<file path="src/rtl/cpu_pkg.sv">
// Shared CPU definitions: fetch FSM encoding, IF/ID payload, exception codes.
// Also holds the fetch address legality check used when IF_ADEL_CHECK_EN is defined.
package cpu_pkg;

    typedef enum logic [1:0] {
        ST_REQ   = 2'd0,
        ST_HOLD  = 2'd1,
        ST_DRAIN = 2'd2
    } fetch_state_e;

    localparam logic [4:0]  EXC_ADEL  = 5'd4;
    localparam logic [31:0] NOP_INSTR = 32'h0;

    typedef struct packed {
        logic        valid;
        logic [31:0] instr;
        logic [31:0] pc;
        logic        exc;
    } ifid_t;

    // Unsigned offset from base wraps huge for addresses below base, so one compare covers both ends.
    function automatic logic fetch_addr_bad(input logic [31:0] addr,
                                            input logic [31:0] base,
                                            input logic [31:0] bytes);
        return (addr[1:0] != 2'b00) || ((addr - base) >= bytes);
    endfunction

endpackage

</file>
<file path="src/rtl/if_hold_buf.sv">
// One-entry buffer for an instruction that arrived while decode was stalled.
// load wins over drop; contents are only meaningful while valid=1.
module if_hold_buf (
    input  logic        clk,
    input  logic        reset,
    input  logic        load,
    input  logic        drop,
    input  logic [31:0] instr_in,
    input  logic [31:0] pc_in,
    input  logic        exc_in,
    output logic        valid,
    output logic [31:0] instr,
    output logic [31:0] pc,
    output logic        exc
);

    always_ff @(posedge clk) begin
        if (!reset) begin
            valid <= 1'b0;
            instr <= 32'h0;
            pc    <= 32'h0;
            exc   <= 1'b0;
        end else if (load) begin
            valid <= 1'b1;
            instr <= instr_in;
            pc    <= pc_in;
            exc   <= exc_in;
        end else if (drop) begin
            valid <= 1'b0;
        end
    end

endmodule

</file>
<file path="src/rtl/if_fetch_stage.sv">
// MIPS IF stage: PC register, imem request/ack handshake and the IF/ID register.
// Define IF_ADEL_CHECK_EN to squash misaligned/out-of-window fetches into AdEL-tagged bubbles.
module if_fetch_stage
    import cpu_pkg::*;
#(
    parameter logic [31:0] RESET_PC = 32'h0000_3000,
    parameter logic [31:0] IM_BASE  = 32'h0000_3000,
    parameter logic [31:0] IM_BYTES = 32'h0000_4000
) (
    input  logic        clk,
    input  logic        reset,
    input  logic [31:0] npc_in,
    input  logic        stall,
    input  logic        flush,
    input  logic [31:0] flush_pc,
    output logic        imem_req,
    output logic [31:0] imem_addr,
    input  logic        imem_ack,
    input  logic [31:0] imem_rdata,
    output logic [31:0] pc_out,
    output logic        if_id_valid,
    output logic [31:0] if_id_instr,
    output logic [31:0] if_id_pc,
    output logic        if_id_exc
);

`ifdef IF_ADEL_CHECK_EN
    localparam logic ADEL_EN = 1'b1;
`else
    localparam logic ADEL_EN = 1'b0;
`endif

    fetch_state_e state, state_nx;
    logic [31:0]  pc_q, pc_nx, drain_addr;
    ifid_t        ifid_q;

    logic        adel_bad, fetch_ok, fetch_exc;
    logic [31:0] fetch_instr;
    logic        ifid_clr, ifid_ld_fetch, ifid_ld_buf;
    logic        buf_load, buf_drop, drain_ld;
    logic        buf_valid, buf_exc;
    logic [31:0] buf_instr, buf_pc;

    assign adel_bad    = ADEL_EN && fetch_addr_bad(pc_q, IM_BASE, IM_BYTES);
    assign fetch_ok    = adel_bad || imem_ack;
    assign fetch_exc   = adel_bad;
    assign fetch_instr = adel_bad ? NOP_INSTR : imem_rdata;

    always_comb begin
        state_nx      = state;
        pc_nx         = pc_q;
        ifid_clr      = 1'b0;
        ifid_ld_fetch = 1'b0;
        ifid_ld_buf   = 1'b0;
        buf_load      = 1'b0;
        buf_drop      = 1'b0;
        drain_ld      = 1'b0;
        imem_req      = 1'b0;
        imem_addr     = pc_q;

        case (state)
            ST_REQ:   imem_req = !adel_bad;
            ST_DRAIN: begin
                imem_req  = 1'b1;
                imem_addr = drain_addr;
            end
            default:  imem_req = 1'b0;
        endcase

        if (flush) begin
            pc_nx    = flush_pc;
            buf_drop = 1'b1;
            ifid_clr = 1'b1;
            // An unacked request must still be retired before the new PC can go out.
            if (imem_req && !imem_ack) begin
                state_nx = ST_DRAIN;
                drain_ld = (state == ST_REQ);
            end else begin
                state_nx = ST_REQ;
            end
        end else begin
            case (state)
                ST_REQ: begin
                    if (fetch_ok) begin
                        if (stall) begin
                            buf_load = 1'b1;
                            state_nx = ST_HOLD;
                        end else begin
                            ifid_ld_fetch = 1'b1;
                            pc_nx         = npc_in;
                        end
                    end else if (!stall) begin
                        ifid_clr = 1'b1;
                    end
                end
                ST_HOLD: begin
                    if (!stall) begin
                        ifid_ld_buf = 1'b1;
                        buf_drop    = 1'b1;
                        pc_nx       = npc_in;
                        state_nx    = ST_REQ;
                    end
                end
                ST_DRAIN: begin
                    if (imem_ack) state_nx = ST_REQ;
                end
                default: state_nx = ST_REQ;
            endcase
        end
    end

    always_ff @(posedge clk) begin
        if (!reset) begin
            state      <= ST_REQ;
            pc_q       <= RESET_PC;
            drain_addr <= 32'h0;
        end else begin
            state <= state_nx;
            pc_q  <= pc_nx;
            if (drain_ld) drain_addr <= pc_q;
        end
    end

    always_ff @(posedge clk) begin
        if (!reset) begin
            ifid_q <= '0;
        end else if (ifid_clr) begin
            ifid_q.valid <= 1'b0;
            ifid_q.instr <= NOP_INSTR;
            ifid_q.exc   <= 1'b0;
        end else if (ifid_ld_fetch) begin
            ifid_q <= '{valid: 1'b1, instr: fetch_instr, pc: pc_q, exc: fetch_exc};
        end else if (ifid_ld_buf) begin
            ifid_q <= '{valid: buf_valid, instr: buf_instr, pc: buf_pc, exc: buf_exc};
        end
    end

    if_hold_buf u_hold_buf (
        .clk      (clk),
        .reset    (reset),
        .load     (buf_load),
        .drop     (buf_drop),
        .instr_in (fetch_instr),
        .pc_in    (pc_q),
        .exc_in   (fetch_exc),
        .valid    (buf_valid),
        .instr    (buf_instr),
        .pc       (buf_pc),
        .exc      (buf_exc)
    );

    assign pc_out      = pc_q;
    assign if_id_valid = ifid_q.valid;
    assign if_id_instr = ifid_q.instr;
    assign if_id_pc    = ifid_q.pc;
    assign if_id_exc   = ifid_q.exc;

endmodule

</file>
<file path="config.mk">
export PLATFORM = sky130hd
export DESIGN_NAME = if_fetch_stage
export DESIGN_NICKNAME = d
export VERILOG_FILES = /design/src/rtl/cpu_pkg.sv /design/src/rtl/if_hold_buf.sv /design/src/rtl/if_fetch_stage.sv
export SDC_FILE = /design/constraint.sdc
export NUM_CORES = 1
export LEC_CHECK = 0
export ABC_CLOCK_PERIOD_IN_PS = 2200
export BUFFER_PORTS_ARGS = -buffer_cell sky130_fd_sc_hd__buf_2
export CAP_MARGIN = 25
export CORE_UTILIZATION = 40
export CTS_BUF_LIST = sky130_fd_sc_hd__clkbuf_4
export DETAILED_ROUTE_END_ITERATION = 6
export GPL_TIMING_DRIVEN = 0
export PLACE_DENSITY = 0.72
export SYNTH_ARGS = -nofsm -noshare
export SYNTH_HDL_FRONTEND = slang
export SYNTH_SLANG_ARGS = --single-unit
</file>
<file path="constraint.sdc">
create_clock -name clk -period 2.2 [get_ports clk]
set_input_delay 0.33 -clock clk [delete_from_list [all_inputs] [get_ports clk]]
set_output_delay 0.33 -clock clk [all_outputs]
set_load 0.02 [all_outputs]
</file>
==> results of run 1 <==
## registers in the layout (all words and copies together) (netlist names)
register / flops
drain_addr: 32
if_id_instr: 32
u_hold_buf.pc: 32
u_hold_buf.instr: 32
u_hold_buf.valid: 1
state: 2
pc_out: 32
if_id_pc: 32
if_id_valid: 1
## synth_stat cells, drive strengths merged
cell type,number
o211a,30
a21boi,96
mux2i,32
a31oi,64
nor3b,1
nor4,2
nand3,2
nor4b,2
nor2b,1
buf,38
a21oi,1
a21o,1
mux2,34
dfxtp,196
a311oi,1
conb,1
and3,1
or2,1
nor2,4
inv,2
nand2b,1
nand3b,2
o21ai,67
clkbuf,46
nand2,355
## cells by family after synthesis
kind of cell	Yosys count	share of synthesized area
DFF	196	0.476
buffers and inverters	86	0.0463
AOI/OAI and AO/OA	260	0.216
muxes	66	0.0854
other	1	0.000455
and+or+nand+nor	372	0.176
## worst paths after layout
kind              slack (ps)        endpoint  depth (start not counted)             start
setup / recovery          70    imem_addr[1]                          5          state[0]
hold reg to reg          460     if_id_pc[7]                          2  u_hold_buf.pc[7]
hold / removal            80        state[1]                          3          imem_ack
setup reg to reg         270  drain_addr[21]                          5          state[1]
## timing repair
action | in CTS | in global routing
pin swaps | 1 | 0
gates resized for setup | 19 | 7
hold buffers | 32 | 0
gates cloned | 1 | 0
setup buffers | 4 | 0
endpoints found under the setup margin | 32 | 20
hold endpoints to repair | 32 | 0
## final cells by class
cell class,instances,share of cell area
Antenna cell,4,0.000960
Sequential cell,196,0.377
Clock inverter,15,0.0107
Clock buffer,17,0.0122
Timing Repair Buffer,266,0.148
Multi-Input combinational cell,699,0.379
Tap cell,270,0.0324
Inverter,2,0.000960
Buffer,83,0.0388
## layer usage
layer,wire length [um],track usage,up-vias
met3,1380,0.0417,26
met2,11500,0.391,272
met1,11200,0.298,3678
li1,-,-,3904
met4,337,0.0742,0
met5,0,0,-
## power by group through the flow
stage	combinational (mW)	clock, mW	sequential (mW)
3_3_place_gp	1.03	0	3.90
2_1_floorplan	0.538	0	3.98
3_5_place_dp	1.04	0	3.91
6_report	1.11	1.78	3.83
5_1_grt	1.21	1.96	3.86
4_1_cts	1.11	1.83	3.83
## metrics by stage
step | total power, mW | setup slack, ps
after global routing | 7.03 | -18.5
after floorplan | 4.52 | 597
final | 6.73 | 73.9
after detailed placement | 4.95 | 42.8
after CTS | 6.77 | 16.3
after global placement | 4.93 | 23.5
## critical path: cells and delay by family (launching register included)
| kind | cells | cell delay (ps) |
|---|---|---|
| buffers and inverters | 3 | 380 |
| muxes | 1 | 350 |
| and+or+nand+nor | 1 | 110 |
| DFF | 1 | 390 |
==> results.sh, run 1 <==
export IMPL_worstHoldPathType="input pin to flop"
export IMPL_antenna_found_initial=2
export IMPL_seq_area_frac_synth=0.476
export IMPL_power_internal_mw=4.71
export IMPL_worstSetupPathType="flop to primary output"
export IMPL_yosys_cell_types_count=31
export IMPL_slew_violations=0
export IMPL_synth_area_top_cells="dfxtp_1, nand2_1, a21boi_0, a31oi_1, mux2_2"
export IMPL_clock_latency_ps=570
export IMPL_drtAntennaViolNets=0
export IMPL_placed_cell_area_um2=9720
export IMPL_drt_iter0_markers=419
export IMPL_switchingPower_mw=2.02
export IMPL_avgSynthCellArea_um2=8.40
export IMPL_clkTransAtPathRegs_ps=160
export IMPL_cts_buffers=17
export IMPL_ys_warn_count=0
export IMPL_layout_common_cells="nand2_1, buf_2, dfxtp_1"
export IMPL_whs_ps=82.6
export IMPL_p_leak_nw=4.49
export IMPL_timing_final_crit_share=0.966
export IMPL_grt_pass1_wl_um=39000
export IMPL_syn_num_nets=1082
export IMPL_ys_ff_latch=196
export IMPL_cp_cell_sequence="inv_4 -> nand2_8 -> buf_8 -> mux2_2 -> buf_2"
export IMPL_grt_max_degree=17
export IMPL_drv_cap=0
export IMPL_yosysTopAreaCellShare=0.476
export IMPL_seqPwrFrac=0.570
export IMPL_vias=7880
export IMPL_power_per_cell_area_nw_per_um2=646
export IMPL_status="finished clean"
export IMPL_drc=0
export IMPL_rsz0062_at_grt="true"
export IMPL_ir_worst_vdd_uv=346
export IMPL_syn_area_um2=8240
export IMPL_syn_inst=981
export IMPL_io_buffer_count=229
export IMPL_setup_viol_count_final=0
export IMPL_cts_tree="yes"
export IMPL_nets=1366
export IMPL_die_w_um=146
export IMPL_routed_wl_um=24400
export IMPL_cp_required_ps=1870
export IMPL_cp_start_kind="flop"
export IMPL_final_cells=1552
export IMPL_arrival_ps=1800
export IMPL_layout_commonest_cell="nand2_1"
export IMPL_fmax_mhz=470
export IMPL_synth_top_area_cell="dfxtp_1"
export IMPL_pwr_share_clk=0.265
export IMPL_worstMarginPinSlew_ps=718
export IMPL_min_period_ps=2130
export IMPL_core_um2=20200
export IMPL_worstPathMaxFanout=10
export IMPL_io_pin_count=232
export IMPL_multi_input_area_um2=3950
export IMPL_gr_total_overflow=0
export IMPL_final_area_um2=10400
export IMPL_cts_root_buf="clkbuf_4"
export IMPL_power_switching_share=0.300
export IMPL_first_global_vias=7555
export IMPL_start_util=0.407
export IMPL_clockBufferDepth=2
export IMPL_cpPeakStageDelay_ps=390
export IMPL_row_count=52
export IMPL_combPwrFrac=0.165
export IMPL_crit_path_end_kind="primary output"
export IMPL_nFillCells=1930
export IMPL_layout_area_seq_um2=3930
export IMPL_final_util=0.515
export IMPL_vias_per_cell=5.08
export IMPL_fin_skew_ps=20.0
export IMPL_gp_routability_congestion=0.785
export IMPL_die_area_um2=21200
export IMPL_dp_cells=1480
export IMPL_fp_dieH_um=146
export IMPL_fin_tns_setup_ps=0
export IMPL_htreeDepth=4
export IMPL_drive_gt1_frac=0.262
export IMPL_slowest_stage="dfxtp_4"
export IMPL_dp_hpwl_um=17200
export IMPL_slew_headroom=0.520
export IMPL_cts_sinks=196
export IMPL_area_delta_synth_final_pct=26.5
export IMPL_finalHoldViolCount=0
export IMPL_drt_pass1_iter_count=4
export IMPL_grtUsageTotal=0.231
export IMPL_post_drt_wl_per_cell_um=15.7
(Power assumes the default switching activity.)
==> inputs of run 2 (changes only) <==
- CELL_PAD_IN_SITES_DETAIL_PLACEMENT: default -> 1
- CELL_PAD_IN_SITES_GLOBAL_PLACEMENT: default -> 2
- CORE_UTILIZATION: 40 -> 33
- PLACE_DENSITY: 0.72 -> 0.95
==> results.sh, run 2 (same netlist as run 1, synthesis figures left out) <==
export IMPL_slew_headroom=0.495
export IMPL_cp_required_ps=1870
export IMPL_gp_routability_congestion=0.756
export IMPL_clkTransAtPathRegs_ps=180
export IMPL_start_util=0.338
export IMPL_io_buffer_count=229
export IMPL_worstSetupPathType="flop to primary output"
export IMPL_status="finished clean"
export IMPL_fmax_mhz=461
export IMPL_drv_cap=0
export IMPL_grt_pass1_wl_um=44200
export IMPL_grt_max_degree=20
export IMPL_cts_root_buf="clkbuf_4"
export IMPL_fin_total_pwr_mw=7.08
export IMPL_layout_common_cells="nand2_1, buf_2, dfxtp_1"
export IMPL_arrival_ps=1840
export IMPL_worstRegToRegCells=6
export IMPL_clockBufferDepth=2
export IMPL_fin_skew_ps=24.2
export IMPL_io_pin_count=232
export IMPL_cp_start_kind="flop"
export IMPL_row_count=57
export IMPL_drt_iter0_markers=402
export IMPL_post_drt_wl_per_cell_um=17.3
export IMPL_crit_family="flip-flops"
export IMPL_final_util=0.442
export IMPL_clock_latency_ps=620
export IMPL_nets=1380
export IMPL_fp_dieH_um=160
export IMPL_worstHoldPathType="input pin to flop"
export IMPL_finalHoldViolCount=0
export IMPL_area_delta_synth_final_pct=30.9
export IMPL_layout_commonest_cell="nand2_1"
export IMPL_timing_final_crit_share=0.986
export IMPL_ir_worst_vdd_uv=249
export IMPL_cpPeakStageDelay_ps=410
export IMPL_vias=7983
export IMPL_drtAntennaViolNets=0
export IMPL_dp_hpwl_um=19800
export IMPL_htreeDepth=4
export IMPL_layout_area_seq_um2=3930
export IMPL_crit_buf_inv=3
export IMPL_drc=0
export IMPL_path_depth=5
export IMPL_first_global_vias=8363
export IMPL_multi_input_area_um2=3970
export IMPL_drive_gt1_frac=0.265
export IMPL_setup_viol_count_final=0
export IMPL_die_area_um2=25600
export IMPL_cts_tree="yes"
export IMPL_p_leak_nw=4.61
export IMPL_vias_per_cell=4.93
export IMPL_gr_total_overflow=0
export IMPL_ff2ff_setup_slack_ps=150
export IMPL_min_period_ps=2170
export IMPL_nFillCells=2995
export IMPL_antenna_found_initial=2
export IMPL_drt_pass1_iter_count=4
export IMPL_crit_path_end_kind="primary output"
export IMPL_core_um2=24400
export IMPL_rsz0062_at_grt="true"
export IMPL_whs_ps=46.9
export IMPL_routed_wl_um=28000
export IMPL_cts_buffers=17
export IMPL_die_w_um=160
export IMPL_grtUsageTotal=0.218
export IMPL_min_path_cells=4
export IMPL_power_per_cell_area_nw_per_um2=657
export IMPL_worstMarginPinSlew_ps=758
export IMPL_slew_violations=0
export IMPL_slowest_stage="dfxtp_4"
export IMPL_cp_cell_sequence="inv_6 -> nand2_8 -> buf_12 -> mux2_2 -> buf_2"
export IMPL_worstPathMaxFanout=10
export IMPL_cts_sinks=196
-- run 2: worst min-delay path, stage by stage --
cell and delay, ps:
buf_2 70, mux2i_1 60, nand2_1 70, o211a_1 130
-- run 2: layer usage --
metal,share of wire,global-route usage,vias up
li1,-,-,3935
met1,0.44,0.266,3816
met2,0.49,0.384,196
met3,0.045,0.0455,36
met4,0.021,0.0671,0
met5,0,0,-
-- run 2: area by class of cell --
cell class | instances | share of cell area
plain buffers | 83 | 0.0379
well taps | 324 | 0.0376
clock buffers | 17 | 0.0118
clock inverters | 15 | 0.0153
repair buffers | 280 | 0.163
diodes | 2 | 0.000464
multi-input cells | 699 | 0.368
flip-flops and latches | 196 | 0.365
inverters | 2 | 0.00116
-- run 2: timing repair --
| action | CTS | global route |
|---|---|---|
| hold buffers | 44 | 0 |
| setup endpoints to repair | 32 | 31 |
| gates resized for setup | 28 | 31 |
| cloned | 1 | 0 |
| buffers inserted | 4 | 2 |
| endpoints found under the hold margin | 45 | 0 |
| pin swaps | 1 | 0 |
-- run 2: worst paths after layout --
kind / start / endpoint
min: npc_in[5] / pc_out[5]
max reg2reg: state[1] / u_hold_buf.pc[28]
max: state[0] / imem_addr[24]
min reg2reg: u_hold_buf.pc[28] / if_id_pc[28]
-- run 2: where the power goes --
part / internal, mW / switching [mW] / total [mW]
Clock: 0.621 / 1.43 / 2.05
Sequential: 3.70 / 0.142 / 3.84
Combinational: 0.512 / 0.678 / 1.19
Total: 4.83 / 2.25 / 7.08
-- run 2: per-stage QoR --
stage | instance area (um^2) | cells | setup WS (ps) | TNS [ps]
after detailed placement | 9790 | 1534 | 13.9 | 0
after CTS | 10700 | 1614 | -39.6 | -362
after global placement | 9790 | 1534 | 85.7 | 0
final | 10800 | 1618 | 31.0 | 0
after floorplan | 8240 | 981 | 597 | 0
after global routing | 10800 | 1618 | -66.4 | -981
